### config.mk
export PLATFORM = sky130hd
export DESIGN_NAME = des_key_scheduler
export DESIGN_NICKNAME = d
export VERILOG_FILES = /design/src/rtl/des_key_scheduler.sv
export SDC_FILE = /design/constraint.sdc
export NUM_CORES = 1
export LEC_CHECK = 0
export ABC_CLOCK_PERIOD_IN_PS = 2210
export BUFFER_PORTS_ARGS = -buffer_cell sky130_fd_sc_hd__buf_2
export CAP_MARGIN = 40
export CORE_MARGIN = 10
export CORE_UTILIZATION = 43
export DETAILED_ROUTE_END_ITERATION = 10
export HOLD_SLACK_MARGIN = 0.03
export PLACE_DENSITY = 0.65
export SLEW_MARGIN = 20
export SYNTH_ARGS = -nofsm -noshare
export SYNTH_HDL_FRONTEND = slang
export SYNTH_SLANG_ARGS = --single-unit
### constraint.sdc
create_clock -name clk -period 2.21 [get_ports clk]
set_input_delay 0.1105 -clock clk [delete_from_list [all_inputs] [get_ports clk]]
set_output_delay 0.1105 -clock clk [all_outputs]
set_load 0.01 [all_outputs]
### src/rtl/des_key_scheduler.sv
// DES key scheduler: takes a 64-bit key, applies PC-1, and streams the 16
// round subkeys (PC-2 of the rotating C/D register) in either encrypt
// order (K1..K16) or decrypt order (K16..K1), one per accepted beat.
module des_key_scheduler (
    input  logic        clk,
    input  logic        rst_n,
    input  logic        key_valid,
    output logic        key_ready,
    input  logic [1:64] key,
    input  logic        decrypt,
    input  logic        abort,
    output logic        sk_valid,
    input  logic        sk_ready,
    output logic [1:48] subkey,
    output logic [3:0]  sk_round,
    output logic        sk_last,
    output logic        busy
);

    typedef enum logic {IDLE, GEN} state_t;

    state_t      state;
    logic [1:56] cd;
    logic        decrypt_mode;
    logic [1:56] key_pc1;
    logic [4:0]  enc_idx;
    logic [4:0]  dec_idx;
    logic        enc_two;
    logic        dec_two;
    logic        parity_unused;

    // Shift amount is 2 for every round except rounds 1, 2, 9 and 16.
    function automatic logic shift_is_two(input logic [4:0] round_num);
        case (round_num)
            5'd1, 5'd2, 5'd9, 5'd16: return 1'b0;
            default:                 return 1'b1;
        endcase
    endfunction

    // Left rotation of C and D halves independently (bit 1 is the MSB).
    function automatic logic [1:56] rot_left(input logic [1:56] v, input logic two);
        logic [1:28] c;
        logic [1:28] d;
        c = v[1:28];
        d = v[29:56];
        if (two) begin
            c = {c[3:28], c[1:2]};
            d = {d[3:28], d[1:2]};
        end else begin
            c = {c[2:28], c[1]};
            d = {d[2:28], d[1]};
        end
        return {c, d};
    endfunction

    // Right rotation of C and D halves independently; undoes rot_left.
    function automatic logic [1:56] rot_right(input logic [1:56] v, input logic two);
        logic [1:28] c;
        logic [1:28] d;
        c = v[1:28];
        d = v[29:56];
        if (two) begin
            c = {c[27:28], c[1:26]};
            d = {d[27:28], d[1:26]};
        end else begin
            c = {c[28], c[1:27]};
            d = {d[28], d[1:27]};
        end
        return {c, d};
    endfunction

    // PC-1: drop parity bits and permute into C (first 28) and D (last 28).
    assign key_pc1 = {
        key[57], key[49], key[41], key[33], key[25], key[17], key[9],
        key[1],  key[58], key[50], key[42], key[34], key[26], key[18],
        key[10], key[2],  key[59], key[51], key[43], key[35], key[27],
        key[19], key[11], key[3],  key[60], key[52], key[44], key[36],
        key[63], key[55], key[47], key[39], key[31], key[23], key[15],
        key[7],  key[62], key[54], key[46], key[38], key[30], key[22],
        key[14], key[6],  key[61], key[53], key[45], key[37], key[29],
        key[21], key[13], key[5],  key[28], key[20], key[12], key[4]
    };

    // Parity bits carry no key material.
    assign parity_unused = ^{key[8], key[16], key[24], key[32],
                             key[40], key[48], key[56], key[64]};

    // PC-2 is pure wiring of the C/D register, so subkey never sees inputs.
    assign subkey = {
        cd[14], cd[17], cd[11], cd[24], cd[1],  cd[5],
        cd[3],  cd[28], cd[15], cd[6],  cd[21], cd[10],
        cd[23], cd[19], cd[12], cd[4],  cd[26], cd[8],
        cd[16], cd[7],  cd[27], cd[20], cd[13], cd[2],
        cd[41], cd[52], cd[31], cd[37], cd[47], cd[55],
        cd[30], cd[40], cd[51], cd[45], cd[33], cd[48],
        cd[44], cd[49], cd[39], cd[56], cd[34], cd[53],
        cd[46], cd[42], cd[50], cd[36], cd[29], cd[32]
    };

    assign sk_last = (sk_round == 4'd15);

    // Next beat r = sk_round+1: encrypt uses S[r+1], decrypt uses S[17-r].
    assign enc_idx = {1'b0, sk_round} + 5'd2;
    assign dec_idx = 5'd16 - {1'b0, sk_round};
    assign enc_two = shift_is_two(enc_idx);
    assign dec_two = shift_is_two(dec_idx);

    // Schedule FSM: load C/D on key accept, step it on each transferred beat.
    always_ff @(posedge clk or negedge rst_n) begin
        if (!rst_n) begin
            state        <= IDLE;
            cd           <= '0;
            decrypt_mode <= 1'b0;
            sk_round     <= 4'd0;
            key_ready    <= 1'b0;
            sk_valid     <= 1'b0;
            busy         <= 1'b0;
        end else begin
            case (state)
                IDLE: begin
                    key_ready <= 1'b1;
                    if (key_valid && key_ready) begin
                        decrypt_mode <= decrypt;
                        cd           <= decrypt ? key_pc1 : rot_left(key_pc1, 1'b0);
                        sk_round     <= 4'd0;
                        state        <= GEN;
                        key_ready    <= 1'b0;
                        sk_valid     <= 1'b1;
                        busy         <= 1'b1;
                    end
                end
                GEN: begin
                    if (abort || (sk_ready && sk_last)) begin
                        state     <= IDLE;
                        cd        <= '0;
                        sk_round  <= 4'd0;
                        key_ready <= 1'b1;
                        sk_valid  <= 1'b0;
                        busy      <= 1'b0;
                    end else if (sk_ready) begin
                        sk_round <= sk_round + 4'd1;
                        cd       <= decrypt_mode ? rot_right(cd, dec_two)
                                                 : rot_left(cd, enc_two);
                    end
                end
                default: begin
                    state <= IDLE;
                end
            endcase
        end
    end

endmodule

# Word level (Yosys, flattened, before mapping)
# Index checks and enable logic that the tools add are counted.
[word_totals]
regBits = 64
in_bits = 70
elab_cells = 53
[classes]
n_addsub = 3
n_eq_ne = 12
n_mux = 23
bitwise = 1
n_reduce_logical = 8
[ops]
columns = ["op", "count"]
rows = [
  ["$mux W56", 5],
  ["$mux W28", 4],
  ["$pmux W56 S2", 1],
  ["$mux W4", 3],
  ["$eq A5 B1 Y1 const B", 2],
  ["$eq A5 B2 Y1 const B", 2],
  ["$eq A5 B4 Y1 const B", 2],
  ["$eq A5 B5 Y1 const B", 2],
  ["$pmux W4 S2", 1],
  ["$reduce_or A4 Y1", 2],
  ["$mux W1", 6],
  ["$pmux W1 S2", 3],
  ["$reduce_and A2 Y1", 3],
  ["$add A4 B2 Y5 const B", 1],
  ["$sub A5 B4 Y5 const A", 1],
  ["$add A4 B1 Y4 const B", 1],
  ["$eq A4 B4 Y1 const B", 1],
  ["$ne A3 B2 Y1 const B", 1],
  ["$logic_and A1 B1 Y1", 2],
  ["$ne A2 B1 Y1 const B", 1],
  ["$ne A2 B2 Y1 const B", 1],
  ["$logic_or A1 B1 Y1", 1],
  ["$not A1 Y1", 1],
]

# Longest topological paths before layout
[depth]
ltp_word = 8
ltp_mapped = 9

# Least setup slack after synthesis
# Ideal clock, no wire load.
[synth_timing]
kind = "register to register"
startpoint = "register sk_round[1]"
endpoint = "register cd[10] (netlist name)"
setup_time_ns = 0.126
arrival_time_ns = 1.988
setup_slack_ns = 0.096
path_stages_with_launch = 10
synth_period_minus_slack_ns = 2.114
path_cell_list = "dfrtp_1 -> inv_1 -> ha_1 -> inv_1 -> o211ai_1 -> nand2_1 -> buf_2 -> clkbuf_1 -> a221oi_1 -> a221o_1"
[synth_via]
elab_chain_cells = 8
elab_cells_between_ends = 23
classes_between = "2 x add/sub; 10 x eq/ne; 6 x mux; 5 x reduce/logical"
[synth_lines]
columns = ["item", "line", "source"]
rows = [
  ["start: declaration", "15", "output logic [3:0] sk_round,"],
  ["start signal: assignment", "141", "sk_round <= sk_round + 4'd1;"],
  ["$sub A5 B4 Y5 or $add A4 B2 Y5 (tied branches)", "104, 103", ""],
  ["$eq A5 B1 Y1 (tied with other cells)", "34", "case (round_num)"],
  ["$reduce_or A4 Y1", "34", ""],
  ["$mux W28 (on tied branches)", "62, 46", ""],
  ["$mux W56", "142", "cd <= decrypt_mode ? rot_right(cd, dec_two)"],
  ["$mux W56", "140", "end else if (sk_ready) begin"],
  ["$mux W56", "133", "if (abort || (sk_ready && sk_last)) begin"],
  ["$pmux W56 S2", "119", "case (state)"],
  ["end signal: assignment", "124", "cd <= decrypt ? key_pc1 : rot_left(key_pc1, 1'b0);"],
  ["end signal: assignment", "142", ""],
  ["end: declaration", "23", "logic [1:56] cd;"],
]
# Parallel ways exist; a longest one is shown, timed or not. The select of a mux whose other input is x is not followed.
# A chain may end at the register's enable or synchronous reset.

# Worst setup path after layout
[layout_timing]
startpoint = "register sk_round[1]"
endpoint = "register cd[3] (netlist name)"
# The elaborated chain is that of the path after synthesis.

==> run metrics <==
status=complete, but fails checks; failing checks=setup timing; Final Hold Viols=0; Worst Path Arrival=2.45 ns; GRT Total Usage=16.74%; Synth Cell Area=6055 um^2; Yosys Warn Count=0; Slew Limit Fails=0; Non-Filler Instances=914; number of distinct library cells after synthesis=35; fin crit share=100.9%; Critical Path End Type=register; top post-synthesis cells by area=dfrtp_1, mux2i_1, a221o_1; antenna diode count=0; nets=806; setup_tns=-0.1749 ns; row count=43; Worst IR Drop VDD=0.6066 mV; Placed Cells=888; first-pass GRT wire length=27,790 um; TritonCTS Sinks=64; routability cong.=0.8255; area grow syn2layout=22.15%; initial antenna violation count=0; Worst Path Max Fanout=8; Power Density=1445 nW/um^2; Async SR Flop Fraction=100.0%; Die H=138.7 um; CP Launch Type=register; Reg clk slew, reported paths=0.05 ns; Clock Power Share=12.5%; CTS root buffer=clkbuf_16; RSZ-0062 raised after global routing=true; CTS max path bufs=2; number of max-cap violations=0; Starting Density=43.79%; First DRT Iteration DRCs=474; crit path time final=2.230 ns; Post-synth EDFFs=0; core area=13,830 um^2; CTS tree=done; vias per inst=6.264; top cell type's share of synthesized area=26.45%; DIE WIDTH=138.7 um; grt total ovfl=0; critical path class=reg2reg; DRT antenna net count=0; CTS buffer count=9; setup slack at placement=-0.05955 ns; Slew @ Worst Pin=0.8133 ns; power share of the combinational group=62.4%; Post-synth top cells=mux2i_1, nor2_1, dfrtp_1; Flop pwr share=25.1%; worst setup margin=-0.02039 ns; # setup viols final=14; drt pass-1 iters=7; vias in the first global route=5,443; Vias=5,725; final WL=18,340 um; latest clock arrival within the worst-skew pair=0.34 ns; Synth Net Count=758; Leak=0.003360 uW; dpl cell area=6563 um^2; final instance area=7396 um^2; largest net degree at the start of global routing=60; net switching power=5162 uW; die area=19,230 um^2; Final HPWL DP=11,970 um; Worst Path Required=2.43 ns; Mapped Avg Cell Area=8.878 um^2; share of cells above drive strength 1=31.88%; Max Clk Rate=0.4484 GHz; Synth Register Bits=64; top_reg_cell synth=dfrtp_1; sequential cell area fraction in the yosys report=26.45%; H-tree levels=3; Cells after Synth=682; DRC viols=0; Ports=126; largest area contributor in the netlist=dfrtp_1; Slew headroom=45.64%; Setup Skew=0.006169 ns; count of input and output buffers=117; WL per Instance=20.06 um; Switching Share=48.29%; hold crit path type=in2reg; Internal=5528 uW
-- logic make-up (layout without fill, tap and decap cells) --
kind of cell               after synthesis  after routing  share of synthesized area (%)
DFF                                     64             64                          26.45
adders and majority gates                6              6                          1.240
buffers and inverters                  123            175                          12.36
AOI/OAI and AO/OA                      185            185                          26.16
muxes                                  115            115                          19.09
and+or+nand+nor                        189            189                          14.69
-- per-stage QoR --
stage	power, uW	hold WS (ns)	util (%)
floorplan	7265	-0.1851	-
global placement	8279	0.1333	47.46
detailed placement	8432	0.1469	47.46
CTS	9789	0.08582	49.47
global route	11400	0.1457	53.49
finish	10690	0.1118	53.49
-- state kept, by name, summed over array words and instances, names as in the netlist --
| register | cells |
|---|---|
| decrypt_mode | 1 |
| state | 1 |
| key_ready | 1 |
| busy | 1 |
| sk_round | 4 |
| cd | 56 |
-- path summary, 6_finish.rpt --
kind / cells past startpoint / startpoint / slack (ns) / end
worst max-delay path: 8 / sk_round[1] / -0.02 / cd[3]
worst min-delay path: 3 / sk_ready / 0.11 / sk_round[2]
worst max register to register: 8 / sk_round[1] / -0.02 / cd[3]
worst min register to register: 1 / state / 0.56 / busy
max in group asynchronous: 3 / rst_n / 1.23 / cd[10]
min in group asynchronous: 2 / rst_n / 0.32 / cd[5]
-- area by class of cell --
cell class	count	area, um^2
multi-input combinational	495	4109
clock buffer	15	267.8
fill	1204	6431
sequential	64	1607
inverter	5	18.77
timing repair buffer	155	1169
tap	180	225.2
-- per-layer routing --
metal  GRT usage (%)  up-vias  routed length [um]
met3           4.418       30                1270
met4           6.041        0                 380
met1           21.70     2782                8044
met5               0        -                   0
li1                -     2662                   -
met2           26.15      251                8640
-- what timing repair did --
action | CTS | global route
buffers inserted | 0 | 3
endpoints found under the setup margin | 26 | 56
pin swaps | 0 | 22
cloned | 0 | 7
hold endpoints to repair | 20 | 0
gates resized for setup | 1 | 71
hold buffers | 1 | 0
-- layout by cell type, fill, tap and decap left out, types with 2 or more instances in the layout --
master	instances
and3_4	2
inv_2	3
nand2b_1	4
mux2i_1	111
buf_2	116
clkbuf_1	4
o211ai_1	2
o31ai_2	14
a221oi_2	30
a221oi_1	23
nand2_1	6
o31ai_1	42
a221o_1	56
dfrtp_1	62
a21oi_1	5
buf_4	11
inv_1	2
ha_4	4
clkbuf_8	2
buf_6	8
o21ai_0	3
clkbuf_16	14
nor2b_1	57
mux2_2	4
nor2_1	111
o221ai_1	2
buf_12	14
-- power groups by stage --
stage	Clock, uW	Combinational, uW	Sequential (uW)
finish	1340	6670	2680
detailed placement	0	5790	2640
global route	1410	7200	2790
global placement	0	5680	2600
CTS	1360	5810	2620
floorplan	0	4970	2300
-- critical path: stages (launching register included) --
cell	delay [ns]
dfrtp_1	0.41
buf_6	0.13
ha_2	0.17
and3_4	0.19
o2111ai_4	0.22
and3_4	0.38
clkbuf_16	0.22
a221oi_2	0.07
a221o_1	0.32
Power figures use the tool's default switching activity.
